[config.mk]
export PLATFORM = sky130hd
export DESIGN_NAME = time_tag_decoder_flat
export DESIGN_NICKNAME = d
export VERILOG_FILES = /design/src/rtl/time_tag_decoder_if.sv /design/src/rtl/time_tag_decoder.sv /design/src/flat_wrapper.sv
export SDC_FILE = /design/constraint.sdc
export NUM_CORES = 1
export LEC_CHECK = 0
export CORE_UTILIZATION = 40
export CTS_BUF_LIST = sky130_fd_sc_hd__clkbuf_4 sky130_fd_sc_hd__clkbuf_8 sky130_fd_sc_hd__clkbuf_16
export DETAILED_ROUTE_END_ITERATION = 12
export RECOVER_POWER = 50
export REMOVE_ABC_BUFFERS = 1
export SYNTH_ARGS = -nofsm -noshare
export SYNTH_HDL_FRONTEND = slang
export SYNTH_SLANG_ARGS = --single-unit
[constraint.sdc]
create_clock -name clk -period 10.69 [get_ports clk]
set_clock_uncertainty 0.2 [all_clocks]
set_input_delay 1.6035 -clock clk [delete_from_list [all_inputs] [get_ports clk]]
set_output_delay 1.6035 -clock clk [all_outputs]
set_load 0.1 [all_outputs]
[src/rtl/time_tag_decoder_if.sv]
// time_tag_decoder_if: word stream, tag outputs and counter bus between link and backend
interface time_tag_decoder_if #(parameter int SAT_W = 16);
  logic             in_valid;
  logic             in_ready;
  logic [127:0]     in_data;
  logic             out_valid;
  logic             out_ready;
  logic [127:0]     out_data;
  logic             tag_valid;
  logic [3:0]       tag_module;
  logic [47:0]      tag_period;
  logic             tag_seq_err;
  logic [47:0]      ref_period;
  logic             clear_counts;
  logic [SAT_W-1:0] frame_err_cnt;
  logic [SAT_W-1:0] seq_err_cnt;
  modport master (
    output in_valid, in_data, out_ready, clear_counts,
    input  in_ready, out_valid, out_data, tag_valid, tag_module, tag_period,
           tag_seq_err, ref_period, frame_err_cnt, seq_err_cnt
  );
  modport slave (
    input  in_valid, in_data, out_ready, clear_counts,
    output in_ready, out_valid, out_data, tag_valid, tag_module, tag_period,
           tag_seq_err, ref_period, frame_err_cnt, seq_err_cnt
  );
endinterface

[src/rtl/time_tag_decoder.sv]
// time_tag_decoder: validates framing, decodes time tags with per-module sequence tracking, forwards other words
module time_tag_decoder #(
  parameter int         SAT_W      = 16,
  parameter logic [3:0] REF_MODULE = 4'd0
) (
  input logic               clk,
  input logic               rst,
  time_tag_decoder_if.slave bus
);
  logic             in_ready;
  logic             accept;
  logic             frame_ok;
  logic             tag_fmt;
  logic             pad_zero;
  logic             is_tag;
  logic             is_bad;
  logic             is_fwd;
  logic [3:0]       mod;
  logic [47:0]      per;
  logic             seq_bad;
  logic [47:0]      last_q [16];
  logic [15:0]      seen_q;
  logic             out_valid_q, out_valid_d;
  logic [127:0]     out_data_q, out_data_d;
  logic             tag_valid_q;
  logic [3:0]       tag_module_q;
  logic [47:0]      tag_period_q;
  logic             tag_seq_err_q;
  logic [47:0]      ref_period_q;
  logic [SAT_W-1:0] frame_cnt_q, frame_cnt_d;
  logic [SAT_W-1:0] seq_cnt_q, seq_cnt_d;

  // Classify the accepted word and compute next state of the out stage and counters
  always_comb begin
    in_ready    = rst & (~out_valid_q | bus.out_ready);
    accept      = bus.in_valid & in_ready;
    frame_ok    = bus.in_data[127:123] == 5'h1f;
    tag_fmt     = ~bus.in_data[122] & ~bus.in_data[115];
    pad_zero    = bus.in_data[114:48] == 67'd0;
    mod         = bus.in_data[121:118];
    per         = bus.in_data[47:0];
    is_tag      = accept & frame_ok & tag_fmt & pad_zero;
    is_bad      = accept & (~frame_ok | (tag_fmt & ~pad_zero));
    is_fwd      = accept & frame_ok & ~tag_fmt;
    seq_bad     = seen_q[mod] & (per != last_q[mod] + 48'd1);
    out_valid_d = is_fwd ? 1'b1 : (out_valid_q & bus.out_ready) ? 1'b0 : out_valid_q;
    out_data_d  = is_fwd ? bus.in_data : out_data_q;
    frame_cnt_d = bus.clear_counts ? '0 : (is_bad & ~&frame_cnt_q) ? frame_cnt_q + SAT_W'(1) : frame_cnt_q;
    seq_cnt_d   = bus.clear_counts ? '0 : (is_tag & seq_bad & ~&seq_cnt_q) ? seq_cnt_q + SAT_W'(1) : seq_cnt_q;
  end

  // Out stage, tag outputs, seen flags, reference period and error counters
  always_ff @(posedge clk) begin
    if (!rst) begin
      out_valid_q   <= 1'b0;
      out_data_q    <= '0;
      tag_valid_q   <= 1'b0;
      tag_module_q  <= '0;
      tag_period_q  <= '0;
      tag_seq_err_q <= 1'b0;
      ref_period_q  <= '0;
      frame_cnt_q   <= '0;
      seq_cnt_q     <= '0;
      seen_q        <= '0;
    end else begin
      out_valid_q <= out_valid_d;
      out_data_q  <= out_data_d;
      tag_valid_q <= is_tag;
      frame_cnt_q <= frame_cnt_d;
      seq_cnt_q   <= seq_cnt_d;
      if (is_tag) begin
        tag_module_q  <= mod;
        tag_period_q  <= per;
        tag_seq_err_q <= seq_bad;
        seen_q[mod]   <= 1'b1;
        if (mod == REF_MODULE) ref_period_q <= per;
      end
    end
  end

  // Last period per module; only meaningful where the matching seen flag is set
  always_ff @(posedge clk) begin
    if (rst && is_tag) last_q[mod] <= per;
  end

  assign bus.in_ready      = in_ready;
  assign bus.out_valid     = out_valid_q;
  assign bus.out_data      = out_data_q;
  assign bus.tag_valid     = tag_valid_q;
  assign bus.tag_module    = tag_module_q;
  assign bus.tag_period    = tag_period_q;
  assign bus.tag_seq_err   = tag_seq_err_q;
  assign bus.ref_period    = ref_period_q;
  assign bus.frame_err_cnt = frame_cnt_q;
  assign bus.seq_err_cnt   = seq_cnt_q;
endmodule

[src/flat_wrapper.sv]
// flat-port wrapper written by rule: the top's interface ports become plain ports
module time_tag_decoder_flat 
#(
  parameter int         SAT_W      = 16,
  parameter logic [3:0] REF_MODULE = 4'd0
)
  (clk, rst, bus_in_valid, bus_in_data, bus_out_ready, bus_clear_counts, bus_in_ready, bus_out_valid, bus_out_data, bus_tag_valid, bus_tag_module, bus_tag_period, bus_tag_seq_err, bus_ref_period, bus_frame_err_cnt, bus_seq_err_cnt);
  time_tag_decoder_if #(.SAT_W(SAT_W)) bus_i ();
  input logic clk;
  input logic rst;
  input wire logic [$bits(bus_i.in_valid)-1:0] bus_in_valid;
  input wire logic [$bits(bus_i.in_data)-1:0] bus_in_data;
  input wire logic [$bits(bus_i.out_ready)-1:0] bus_out_ready;
  input wire logic [$bits(bus_i.clear_counts)-1:0] bus_clear_counts;
  output wire logic [$bits(bus_i.in_ready)-1:0] bus_in_ready;
  output wire logic [$bits(bus_i.out_valid)-1:0] bus_out_valid;
  output wire logic [$bits(bus_i.out_data)-1:0] bus_out_data;
  output wire logic [$bits(bus_i.tag_valid)-1:0] bus_tag_valid;
  output wire logic [$bits(bus_i.tag_module)-1:0] bus_tag_module;
  output wire logic [$bits(bus_i.tag_period)-1:0] bus_tag_period;
  output wire logic [$bits(bus_i.tag_seq_err)-1:0] bus_tag_seq_err;
  output wire logic [$bits(bus_i.ref_period)-1:0] bus_ref_period;
  output wire logic [$bits(bus_i.frame_err_cnt)-1:0] bus_frame_err_cnt;
  output wire logic [$bits(bus_i.seq_err_cnt)-1:0] bus_seq_err_cnt;
  assign bus_i.in_valid = bus_in_valid;
  assign bus_i.in_data = bus_in_data;
  assign bus_i.out_ready = bus_out_ready;
  assign bus_i.clear_counts = bus_clear_counts;
  assign bus_in_ready = bus_i.in_ready;
  assign bus_out_valid = bus_i.out_valid;
  assign bus_out_data = bus_i.out_data;
  assign bus_tag_valid = bus_i.tag_valid;
  assign bus_tag_module = bus_i.tag_module;
  assign bus_tag_period = bus_i.tag_period;
  assign bus_tag_seq_err = bus_i.tag_seq_err;
  assign bus_ref_period = bus_i.ref_period;
  assign bus_frame_err_cnt = bus_i.frame_err_cnt;
  assign bus_seq_err_cnt = bus_i.seq_err_cnt;
  time_tag_decoder #(.SAT_W(SAT_W), .REF_MODULE(REF_MODULE)) u_core (.clk(clk), .rst(rst), .bus(bus_i));
endmodule
# Word level (Yosys, flattened, before mapping)
# Memory sizes are Yosys's and may differ from the RTL's.
# Index checks and enable logic that the tools add are counted.
[totals] regBits=279 ram_bits=768 in_bits=133 output_inout_bits=264 memories=1
[memory_table] name="u_core.last_q" depth=16 word_bits=48 rd=1 rd_ports_with_merged_regs=0 write_ports=1 line_no="time_tag_decoder.sv:21" source="logic [47:0] last_q [16];"
[op_classes] n_addsub=3 order_cmp=2 eq_ne=2 n_mux=8 bitwise_logic=24 reduce_logical=11
[ops] operator="$logic_not A67 Y1" n=1
[ops] operator="$add A48 B1 Y48 const B" n=1
[ops] operator="$ne A48 B48 Y1" n=1
[ops] operator="$add A16 B1 Y16 const B" n=2
[ops] operator="$reduce_and A16 Y1" n=2
[ops] operator="$or A16 B16 Y16" n=1
[ops] operator="$and A1 B1 Y1" n=14
[ops] operator="$not A1 Y1" n=7
[ops] operator="$mux W1" n=6
[ops] operator="$eq A5 B5 Y1 const B" n=1
[ops] operator="$lt A4 B5 Y1 const B" n=1
[ops] operator="$bmux W1 S4" n=1
[ops] operator="$demux W1 S4" n=1
[ops] operator="$ge A4 B1 Y1 const B" n=1
[ops] operator="$logic_not A4 Y1" n=1
[ops] operator="$logic_and A1 B1 Y1" n=2
[ops] operator="$logic_not A1 Y1" n=2
[ops] operator="$or A1 B1 Y1" n=2
[ops] operator="$reduce_and A2 Y1" n=1
[ops] operator="$reduce_bool A2 Y1" n=1
[ops] operator="$reduce_or A2 Y1" n=1

# Logic depth before layout (Yosys ltp)
# Gate-level depths: netlist (run 1).
[depth] ltp_word=10 mapped_depth=21 mapped_depth_nobuf=16

# Worst setup path after synthesis (run 1)
# OpenSTA, ideal clock, no wires.
[synth_timing] kind="input to register" start="input port bus_out_ready" end="memory u_core.last_q[4][0] (enable)" t_arrival_ns=7.059 t_required_ns=9.975 setup_slack_ns=2.916 cell_stages=10 n_path_buf=1 cell_sequence="nand2b_1 -> and2_1 -> nand2_1 -> nor2_1 -> nand3b_1 -> clkbuf_1 -> inv_2 -> nand2_1 -> or2_2 -> nor3_1"
[synth_via] elab_chain_len=9
[synth_rtl] item="start: declaration" line_no="flat_wrapper.sv:13" source="input wire logic [$bits(bus_i.out_ready)-1:0] bus_out_ready;"
[synth_rtl] item="$or A1 B1 Y1" line_no="time_tag_decoder.sv:35" source="in_ready = rst & (~out_valid_q | bus.out_ready);"
[synth_rtl] item="$and A1 B1 Y1" line_no="time_tag_decoder.sv:35"
[synth_rtl] item="via bus_in_ready" line_no="flat_wrapper.sv:15" source="output wire logic [$bits(bus_i.in_ready)-1:0] bus_in_ready;"
[synth_rtl] item="$and A1 B1 Y1" line_no="time_tag_decoder.sv:36" source="accept = bus.in_valid & in_ready;"
[synth_rtl] item="$and A1 B1 Y1 (3 in series)" line_no="time_tag_decoder.sv:42" source="is_tag = accept & frame_ok & tag_fmt & pad_zero;"
[synth_rtl] item="$logic_and A1 B1 Y1" line_no="time_tag_decoder.sv:83" source="if (rst && is_tag) last_q[mod] <= per;"
[synth_rtl] item="$mux W1" line_no="time_tag_decoder.sv:83"
[synth_rtl] item="$mux W1 (implied by the code)" line_no="time_tag_decoder.sv:83"
[synth_rtl] item="end: declaration" line_no="time_tag_decoder.sv:21"
# The timed path passes the listed nets, and every way through them passes these cells.

# Worst setup path after layout (run 1)
[layout_timing] start="input port rst" end="register u_core.out_data_q[112], in the netlist u_core.bus.out_data[112]"
[layout_via] elab_chain_len=4
[layout_rtl] item="start: declaration" line_no="flat_wrapper.sv:10" source="input logic rst;"
[layout_rtl] item="$and A1 B1 Y1" line_no="time_tag_decoder.sv:35"
[layout_rtl] item="$and A1 B1 Y1" line_no="time_tag_decoder.sv:36"
[layout_rtl] item="$and A1 B1 Y1 (2 in series)" line_no="time_tag_decoder.sv:44" source="is_fwd = accept & frame_ok & ~tag_fmt;"
[layout_rtl] item="end signal: assignment" line_no="time_tag_decoder.sv:67" source="out_data_q <= out_data_d;"
[layout_rtl] item="end: declaration" line_no="time_tag_decoder.sv:24" source="logic [127:0] out_data_q, out_data_d;"
# Several ways; a longest one is shown, not always the timed one.
# A chain may end at the register's enable or synchronous reset.

==> results of run 1 <==
==> path summary, 6_finish.rpt <==
path                        start                   endpoint  depth (start not counted)
min              u_core.seen_q[5]           u_core.seen_q[5]                          1
max                           rst   u_core.bus.out_data[112]                          8
min reg2reg      u_core.seen_q[5]           u_core.seen_q[5]                          1
max reg2reg  u_core.last_q[14][0]  u_core.bus.seq_err_cnt[1]                         13
==> layer usage <==
metal / wire length (um) / vias up / track usage [%]
li1: - / 11100 / -
met3: 7670 / 195 / 4.00
met1: 44600 / 12800 / 27.0
met5: 0 / - / 0
met4: 3470 / 0 / 6.91
met2: 54600 / 950 / 35.5
==> cells by family after synthesis <==
group | count (synthesis) | share of synthesized area [%]
DFF | 1047 | 69.3
and+or+nand+nor | 780 | 8.35
AOI/OAI and AO/OA | 395 | 6.75
muxes | 224 | 11.8
buffers and inverters | 164 | 2.13
xor gates and xnor gates | 78 | 1.67
adders and majority gates | 3 | 0.0908
==> synth_stat cells (7+ instances only) <==
cell type	instances
nand2b_1	8
buf_4	8
xor2_1	33
a21boi_0	176
nor2_1	61
nand4_1	25
edfxtp_1	768
mux4_2	207
inv_1	13
o21a_1	14
buf_8	7
o21ai_0	58
a21oi_1	19
clkbuf_1	85
buf_2	28
buf_1	9
a22oi_1	56
mux2i_1	11
o211ai_1	7
xnor2_1	44
or3_1	13
a21o_1	20
nand2_1	528
o21ai_1	8
nand3_1	33
dfxtp_1	279
nor3_1	23
nor4_1	26
and2_1	11
a22o_1	7
buf_6	9
nor2b_1	9
and3_1	9
==> power by group <==
part | internal (mW) | leakage, nW | switching (mW)
Clock | 2.32 | 1.87 | 1.59
Combinational | 0.182 | 5.76 | 0.286
Sequential | 4.35 | 9.15 | 0.00102
Total | 6.86 | 16.8 | 1.87
==> per-stage QoR <==
step / util, % / std cells / hold slack (ns) / TNS [ns] / cell area (um2)
floorplan: - / 2541 / 0.221 / -226.81 / 40500
global placement: 46.0 / 4380 / 0.227 / 0 / 47000
detailed placement: 46.0 / 4380 / 0.239 / 0 / 47000
CTS: 49.6 / 4588 / 0.253 / 0 / 50700
global route: 49.5 / 4588 / 0.265 / 0 / 50600
finish: 49.5 / 4588 / 0.248 / 0 / 50600
==> final cells by class <==
class,instances,share of cell area (%)
Clock buffer,152,6.35
Clock inverter,56,1.07
Inverter,14,0.104
Multi-Input combinational cell,1480,23.7
Sequential cell,1047,56.7
Tap cell,1368,3.39
Timing Repair Buffer,471,8.75
==> sequential cells by signal, summed over array words and instances (netlist names) <==
signal,cells
u_core.bus.frame_err_cnt,16
u_core.bus.out_valid,1
u_core.bus.tag_module,4
u_core.bus.seq_err_cnt,16
u_core.bus.out_data,128
u_core.bus.tag_period,48
u_core.last_q,768
u_core.seen_q,16
u_core.bus.tag_valid,1
u_core.bus.tag_seq_err,1
u_core.bus.ref_period,48
==> qor.yml, run 1 <==
route:
  num_vias: 25100
  wirelength_mm: 110
  ant_nets: 0
  drt-initial-drc-count: 2027
  wl_per_cell_um: 24.0
  avgViaCountPerCell: 5.47
  drc: 0
  drt_pass1_iterations: 5
logic_synthesis:
  yosysUniqueCellTypes: 72
  synth_top_area_share_pct: 55.8
  netlist_instances: 2691
  seq_area_frac_synth_pct: 69.3
  yosys_warnings: 0
  avgSynthCellArea_um2: 15.4
  synth_area_leaders: "edfxtp_1 56%, dfxtp_1 14%, mux4_2 11%"
  async_flop_share_pct: 0
  netlist_area_mm2: 0.0414
  synth_edf_count: 768
  ys_ff_latch: 1047
  yosys.area.top_type: "edfxtp_1"
  synthFlopType: "edfxtp_1"
placed_design:
  gp_congestion: 0.880
  port_buffers: 396
  dp_slack_ns: 2.45
  place_hpwl_mm: 65.5
cts:
  cts_max_level: 3
  clkSlewWorstSetupHoldPaths_ns: 0.06
  holdBufCountCts: 0
  cts_tree: "yes"
  worstSkewPairLatency_ns: 0.69
  cts_buffers: 111
  post-cts-setup-buffers: 0
  cts_root_buffer: "clkbuf_16"
  post_cts_resize_count: 0
  cts_max_path_buffers: 3
  clock-sinks: 1047
grt:
  grt.total_usage_pct: 20.9
  grt_start_max_net_pins: 95
  grt_pass1_vias: 25400
  grt_pass1_wl_mm: 162
  antenna_found_initial: 1
  grt_overflow: 0
outcome:
  status: "finished, violations left"
  violations: "capacitance limit, slew limit"
sta:
  timing.final.ws_setup_ns: 2.50
  fmax_ghz: 0.122
  hold_viol: 0
  slew_violations: 315
  tightest_slew_ns: 4.23
  period_minus_slack_ns: 8.19
  setup_viol: 0
  relSlewSlack_pct: -182
  min_period_over_period_pct: 76.6
  rsz0062_at_grt: "no"
cells_and_area:
  regArea_mm2: 0.0286
  fin_nets: 3261
  multi_input_area_mm2: 0.0120
  fill_cells: 8667
  n_antenna_cell: 0
  drive_above_1_share_pct: 15.3
  layout_common_cells: "768 x edfxtp_1, 528 x nand2_1, 279 x dfxtp_1, 255 x dlygate4sd3_1, 207 x mux4_2"
  syn2layout_area_growth_pct: 22.2
  final_common_cell: "edfxtp_1"
worst_setup_path:
  critical_path_class: "input pin to register"
  critPathLaunchType: "input pin"
  crit_family: "buffers and inverters"
  critical_path.max_fanout: 86
  slowest_delay_ns: 2.93
  slowest_stage: "clkbuf_1"
  required_ns: 11.08
  cp_num_buf_inv: 3
  rrSetupSlack_ns: 5.03
  path_cells: "clkbuf_1 -> and2_0 -> nand2_1 -> nor3_1 -> buf_4 -> clkbuf_1 -> nand2_1 -> a21boi_0"
  arrival_ns: 8.58
  endpoint_kind: "register"
floorplanning:
  die_y_um: 324
  rows: 117
  start_util_pct: 40.5
  ioPinCount: 397
  core_mm2: 0.102
  die_w_um: 324
  fp.dieArea_mm2: 0.105
pwr:
  ir_worst_vdd_mv: 0.120
  finalPower_mw: 8.73
  power.leakage_nw: 16.8
  pwr_density_cell_mw_per_mm2: 173
flow_run:
  cap_violations: 6
worst_hold_path:
  hold_class: "register to register"
No activity file was read; power rests on OpenSTA's default activity.
==> run 2, diff against run 1 <==
- clock period: 10.69 -> 7.2 ns (I/O delays scaled with it)
==> run 2 against run 1 <==
  * The flow still finishes with violations (capacitance limit, slew limit)
  * Count of clock-buffer cells in the layout shrank 4
  * Routed wire length grew 1.9%
  * Sequential cell count is the same
  * Die area is the same
  * Register-to-register slack lost 3.1 ns
  * Setup slack lost 1.5 ns
  * Critical path depth grew 8
  * Critical endpoint is now u_core.bus.seq_err_cnt[1]
  * Largest power group unchanged
==> qor.yml, run 2 (same netlist as run 1, synthesis figures left out) <==
outcome:
  status: "finished, violations left"
  violations: "capacitance limit, slew limit"
placed_design:
  dp_slack_ns: 0.433  # -2.02 ns
  dpl-instance-area_mm2: 0.0472  # +0.62%
  place_hpwl_mm: 68.0  # +3.7%
  port_buffers: 396  # unchanged
  gp_congestion: 0.883  # +0.26%
cts:
  cts_tree: "yes"
  worstSkewPairLatency_ns: 0.68  # about the same
  cts_buffers: 109  # -1.8%
  cts_max_level: 3  # unchanged
  clkSlewWorstSetupHoldPaths_ns: 0.06  # about the same
  holdBufCountCts: 0  # unchanged
  cts_root_buffer: "clkbuf_16"
  post-cts-setup-buffers: 0  # unchanged
  post_cts_resize_count: 0  # unchanged
  cts_max_path_buffers: 3  # unchanged
  clock-sinks: 1047  # unchanged
grt:
  antenna_found_initial: 3  # +2
  grt_start_max_net_pins: 102  # +7.4%
  grt_overflow: 0  # unchanged
  grt_pass1_vias: 25900  # +1.9%
  grt.total_usage_pct: 21.3  # +0.37 points
  grt_pass1_wl_mm: 166  # +2.2%
sta:
  relSlewSlack_pct: -159  # +23 points
  period_minus_slack_ns: 6.17
  rsz0062_at_grt: "no"
  timing.final.ws_setup_ns: 1.03  # -1.47 ns
  setup_viol: 0  # unchanged
  min_period_over_period_pct: 85.7
  slew_violations: 88  # -72%
  tightest_slew_ns: 3.85  # -0.383 ns
  hold_viol: 0  # unchanged
  holdWs_ns: 0.246  # -0.00116 ns
  fmax_ghz: 0.162
flow_run:
  cap_violations: 2  # -4
worst_setup_path:
  required_ns: 7.52  # -3.56 ns
  critical_path_class: "input pin to register"
  endpoint_kind: "register"
  cp_num_buf_inv: 3  # unchanged
  slowest_delay_ns: 0.54  # -2.39 ns
  slowest_stage: "clkbuf_8"
  critical_path.max_fanout: 69  # -20%
  critPathLaunchType: "input pin"
  arrival_ns: 6.49  # -2.09 ns
  path_cells: "clkbuf_8 -> buf_4 -> mux4_2 -> a22o_1 -> a221oi_2 -> nor3_1 -> and2_1 -> nand4b_1 -> mux2_2 -> a2111oi_0 -> nand4b_1 -> nor4_2 -> buf_4 -> a21o_2 -> mux2i_1 -> nor2_1"
  crit_family: "compound AO/OA/AOI/OAI gates"
cells_and_area:
  layout_common_cells: "768 x edfxtp_1, 528 x nand2_1, 279 x dfxtp_1, 207 x mux4_2, 198 x clkdlybuf4s50_1"
  fill_cells: 8706  # +0.45%
  final_common_cell: "edfxtp_1"
  largest-register: "u_core.last_q"
  fin_nets: 3291  # +0.92%
  syn2layout_area_growth_pct: 23.0
  final_area_mm2: 0.0509  # +0.67%
  largest_reg_flops: 768  # unchanged
  drive_above_1_share_pct: 16.3  # +0.92 points
  final_util_pct: 49.8  # +0.33 points
route:
  drc: 0  # unchanged
  ant_nets: 0  # unchanged
  drt-initial-drc-count: 2170  # +7.1%
  wirelength_mm: 112  # +1.9%
  avgViaCountPerCell: 5.51  # +0.70%
  num_vias: 25400  # +1.3%
  wl_per_cell_um: 24.4  # +1.3%
  drt_pass1_iterations: 6  # +1
pwr:
  power.leakage_nw: 16.7  # -0.19%
  ir_worst_vdd_mv: 0.185  # +55%
  finalPower_mw: 13.0  # +49%
  pwr_density_cell_mw_per_mm2: 256  # +48%
floorplanning:
  die_y_um: 324  # unchanged
  core_mm2: 0.102  # unchanged
  fp.dieArea_mm2: 0.105  # unchanged
  start_util_pct: 40.5  # unchanged
  die_w_um: 324  # unchanged
  ioPinCount: 397  # unchanged
  rows: 117  # unchanged
worst_hold_path:
  hold_class: "register to register"
==> run 2: cell count changes in the layout (fill, tap and decap cells not counted), moves of 4 or more <==
cell | before | now
buf_4 | 37 | 68
clkbuf_4 | 28 | 16
clkdlybuf4s50_1 | 136 | 198
clkbuf_1 | 36 | 32
buf_12 | 3 | 7
clkbuf_8 | 10 | 22
dlygate4sd3_1 | 255 | 193
==> run 2: metal layers <==
metal  vias to the layer above  GRT usage (%)  wire, um
li1                      11200              -         -
met1                     13000           28.5     46200
met2                      1014           35.4     54800
met3                       197           4.06      8420
met4                         2           6.13      2960
met5                         -              0        13
==> run 2: final cells by class <==
cell class | count | area, um2 | area share [%]
clock buffers | 148 | 3200 | 6.28
repair buffers | 503 | 4740 | 9.31
multi-input cells | 1480 | 12000 | 23.5
well taps | 1368 | 1710 | 3.36
clock inverters | 55 | 579 | 1.14
flip-flops and latches | 1047 | 28600 | 56.3
diodes | 1 | 2.50 | 0.00492
inverters | 14 | 52.6 | 0.103
==> run 2: metrics by stage <==
| stage | TNS [ns] | std cells |
|---|---|---|
| 2_1_floorplan | -961.41 | 2541 |
| 3_3_place_gp | 0 | 4412 |
| 3_5_place_dp | 0 | 4412 |
| 4_1_cts | 0 | 4615 |
| 5_1_grt | 0 | 4616 |
| 6_report | 0 | 4616 |
==> run 2: path summary, 6_finish.rpt <==
path	cells past startpoint	endpoint	startpoint	slack, ns
max	16	u_core.bus.seq_err_cnt[1]	bus_in_data[119]	1.03
min	1	u_core.seen_q[10]	u_core.seen_q[10]	0.25
max reg2reg	14	u_core.bus.seq_err_cnt[1]	u_core.last_q[15][9]	1.96
min reg2reg	1	u_core.seen_q[10]	u_core.seen_q[10]	0.25
==> run 2: worst reg2reg max path, delay by kind of cell, from the launching register on <==
family                 cells  cell delay, ns
AOI/OAI and AO/OA          5            2.12
muxes                      3            1.11
buffers and inverters      1            0.22
and+or+nand+nor            5            1.06
DFF                        1            0.36
==> run 2: power breakdown <==
group          switching [mW]  internal, mW  total [mW]
clock network            2.37          3.47        5.84
logic                   0.430         0.274       0.703
registers             0.00154          6.46        6.47
total                    2.80          10.2        13.0
==> run 3, diff against run 2 <==
- CORE_MARGIN: unset -> 3
- PLACE_DENSITY_LB_ADDON: unset -> 0.08
- clock period: 7.2 -> 6.3 ns (I/O delays scaled with it)
==> run 3 against run 2 <==
  * The run still ends with capacitance limit, slew limit left
  * Power rose by 16%
  * Critical path depth fell by 1
  * Sequential power rose by 14%
  * Die area rose by 2.5%
  * Global-route usage barely moved
==> qor.yml, run 3 (same netlist as run 1, synthesis figures left out) <==
sta:
  relSlewSlack_pct: -144  # +16 points
  holdWs_ns: 0.250  # +0.00326 ns
  tightest_slew_ns: 3.66  # -0.194 ns
  period_minus_slack_ns: 5.47
  rsz0062_at_grt: "no"
  timing.final.ws_setup_ns: 0.827  # -0.202 ns
  hold_viol: 0  # unchanged
  finalSetupTns_ns: 0  # unchanged
  fmax_ghz: 0.183
  setup_viol: 0  # unchanged
  slew_violations: 116  # +32%
  min_period_over_period_pct: 86.9
pwr:
  pwr_density_cell_mw_per_mm2: 294  # +15%
  power.leakage_nw: 16.9  # +1.1%
  power.switching_mw: 3.18  # +14%
  ir_worst_vdd_mv: 0.231  # +25%
  p_int_mw: 11.9  # +17%
  finalPower_mw: 15.1  # +16%
  seqPwrFrac_pct: 49.0  # -0.7 points
  pwr-share-clk_pct: 45.6  # +0.7 points
  combPwrFrac_pct: 5.5  # about the same
  p_sw_share_pct: 21.1  # -0.46 points
cells_and_area:
  drive_above_1_share_pct: 16.4  # +0.15 points
  regArea_mm2: 0.0286  # unchanged
  multi_input_area_mm2: 0.0120  # about the same
  final_area_mm2: 0.0513  # +0.75%
  layout_common_cells: "768 x edfxtp_1, 528 x nand2_1, 279 x dfxtp_1, 207 x mux4_2, 199 x clkdlybuf4s50_1"
  final_common_cell: "edfxtp_1"
  fin_nets: 3312  # +0.64%
  syn2layout_area_growth_pct: 24.0
  largest-register: "u_core.last_q"
  fill_cells: 8749  # +0.49%
  largest_reg_flops: 768  # unchanged
worst_setup_path:
  cp_num_buf_inv: 4  # +1
  crit_family: "multiplexers"
  slowest_delay_ns: 0.60  # +0.06 ns
  endpoint_kind: "register"
  slowest_stage: "mux4_2"
  critical_path.max_fanout: 46  # -33%
  required_ns: 6.67  # -0.85 ns
  critPathLaunchType: "input pin"
  path_cells: "buf_8 -> buf_12 -> mux4_2 -> mux4_2 -> xor2_1 -> nand3_1 -> a2111o_1 -> a211o_1 -> or4_1 -> nor4_2 -> buf_4 -> a21o_2 -> buf_12 -> mux2i_1 -> nor2_1"
  arrival_ns: 5.84  # -0.65 ns
  critical_path_class: "input pin to register"
cts:
  clkSlewWorstSetupHoldPaths_ns: 0.06  # about the same
  cts_root_buffer: "clkbuf_16"
  cts_max_path_buffers: 3  # unchanged
  post_cts_resize_count: 0  # unchanged
  cts_buffers: 113  # +3.7%
  holdBufCountCts: 0  # unchanged
  post-cts-setup-buffers: 0  # unchanged
  clock-sinks: 1047  # unchanged
  cts_max_level: 3  # unchanged
  worstSkewPairLatency_ns: 0.68  # about the same
  cts_tree: "yes"
placed_design:
  gp_congestion: 0.864  # -2.1%
  dp_slack_ns: 0.146  # -0.287 ns
  port_buffers: 396  # unchanged
  place_hpwl_mm: 70.5  # +3.7%
  dpl-instance-area_mm2: 0.0475  # +0.57%
route:
  avgViaCountPerCell: 5.39  # -2.1%
  wl_per_cell_um: 24.7  # +1.4%
  num_vias: 25000  # -1.5%
  drt-initial-drc-count: 1946  # -10%
  wirelength_mm: 115  # +2.0%
  ant_nets: 0  # unchanged
  drc: 0  # unchanged
  drt_pass1_iterations: 7  # +1
floorplanning:
  start_util_pct: 40.5  # unchanged
  fp.dieArea_mm2: 0.107  # +2.5%
  rows: 117  # unchanged
  ioPinCount: 397  # unchanged
  die_w_um: 328  # +1.2%
  core_mm2: 0.102  # unchanged
  die_y_um: 328  # +1.2%
grt:
  grt_start_max_net_pins: 127  # +25%
  grt.total_usage_pct: 21.3  # about the same
  antenna_found_initial: 3  # unchanged
  grt_overflow: 0  # unchanged
  grt_pass1_wl_mm: 170  # +2.8%
  grt_pass1_vias: 26200  # +1.2%
outcome:
  violations: "capacitance limit, slew limit"
  status: "finished, violations left"
worst_hold_path:
  hold_class: "register to register"
flow_run:
  cap_violations: 2  # unchanged
## run 3: cell types whose count changed in the layout (fill, tap and decap cells not counted), moves of 2 or more
cell,previous run,this run
clkbuf_8,22,2
clkinv_1,10,25
buf_12,7,18
bufinv_16,10,18
clkbuf_16,112,117
clkinv_2,18,23
clkbuf_1,32,35
clkbuf_4,16,19
clkinvlp_4,7,4
clkbuf_2,0,2
clkinv_8,2,0
## run 3: worst paths after layout
kind                                                   to  cells after the start                start  slack (ns)
worst max-delay path            u_core.bus.seq_err_cnt[1]                     15     bus_in_data[118]        0.83
worst min-delay path                    u_core.seen_q[11]                      1    u_core.seen_q[11]        0.25
worst max register to register  u_core.bus.seq_err_cnt[1]                     17  u_core.last_q[6][0]        1.35
worst min register to register          u_core.seen_q[11]                      1    u_core.seen_q[11]        0.25
## run 3: final cells by class
class,instances,share of cell area (%)
clock buffers,136,6.00
flip-flops and latches,1047,55.9
repair buffers,520,9.71
well taps,1368,3.34
multi-input cells,1480,23.3
inverters,14,0.102
diodes,1,0.00488
clock inverters,76,1.62
## run 3: layer usage
metal	track usage [%]	wire, um	up-vias
li1	-	-	11200
met1	28.4	48700	12800
met2	35.5	55800	815
met3	4.51	7240	161
met4	5.79	2800	2
met5	0	13	-
## run 3: power by group through the flow
stage                     Combinational (mW)  Clock (mW)  Sequential, mW
after floorplan                        0.344           0            7.56
after global placement                 0.835           0            7.54
after detailed placement               0.844           0            7.54
after CTS                              0.847        7.07            7.39
after global routing                   0.884        7.33            7.39
final                                  0.823        6.88            7.39
## run 3: metrics by stage
stage / util, % / instances
6_report: 50.2 / 4642
5_1_grt: 50.2 / 4641
4_1_cts: 50.3 / 4641
3_5_place_dp: 46.5 / 4429
3_3_place_gp: 46.5 / 4429
2_1_floorplan: - / 2541
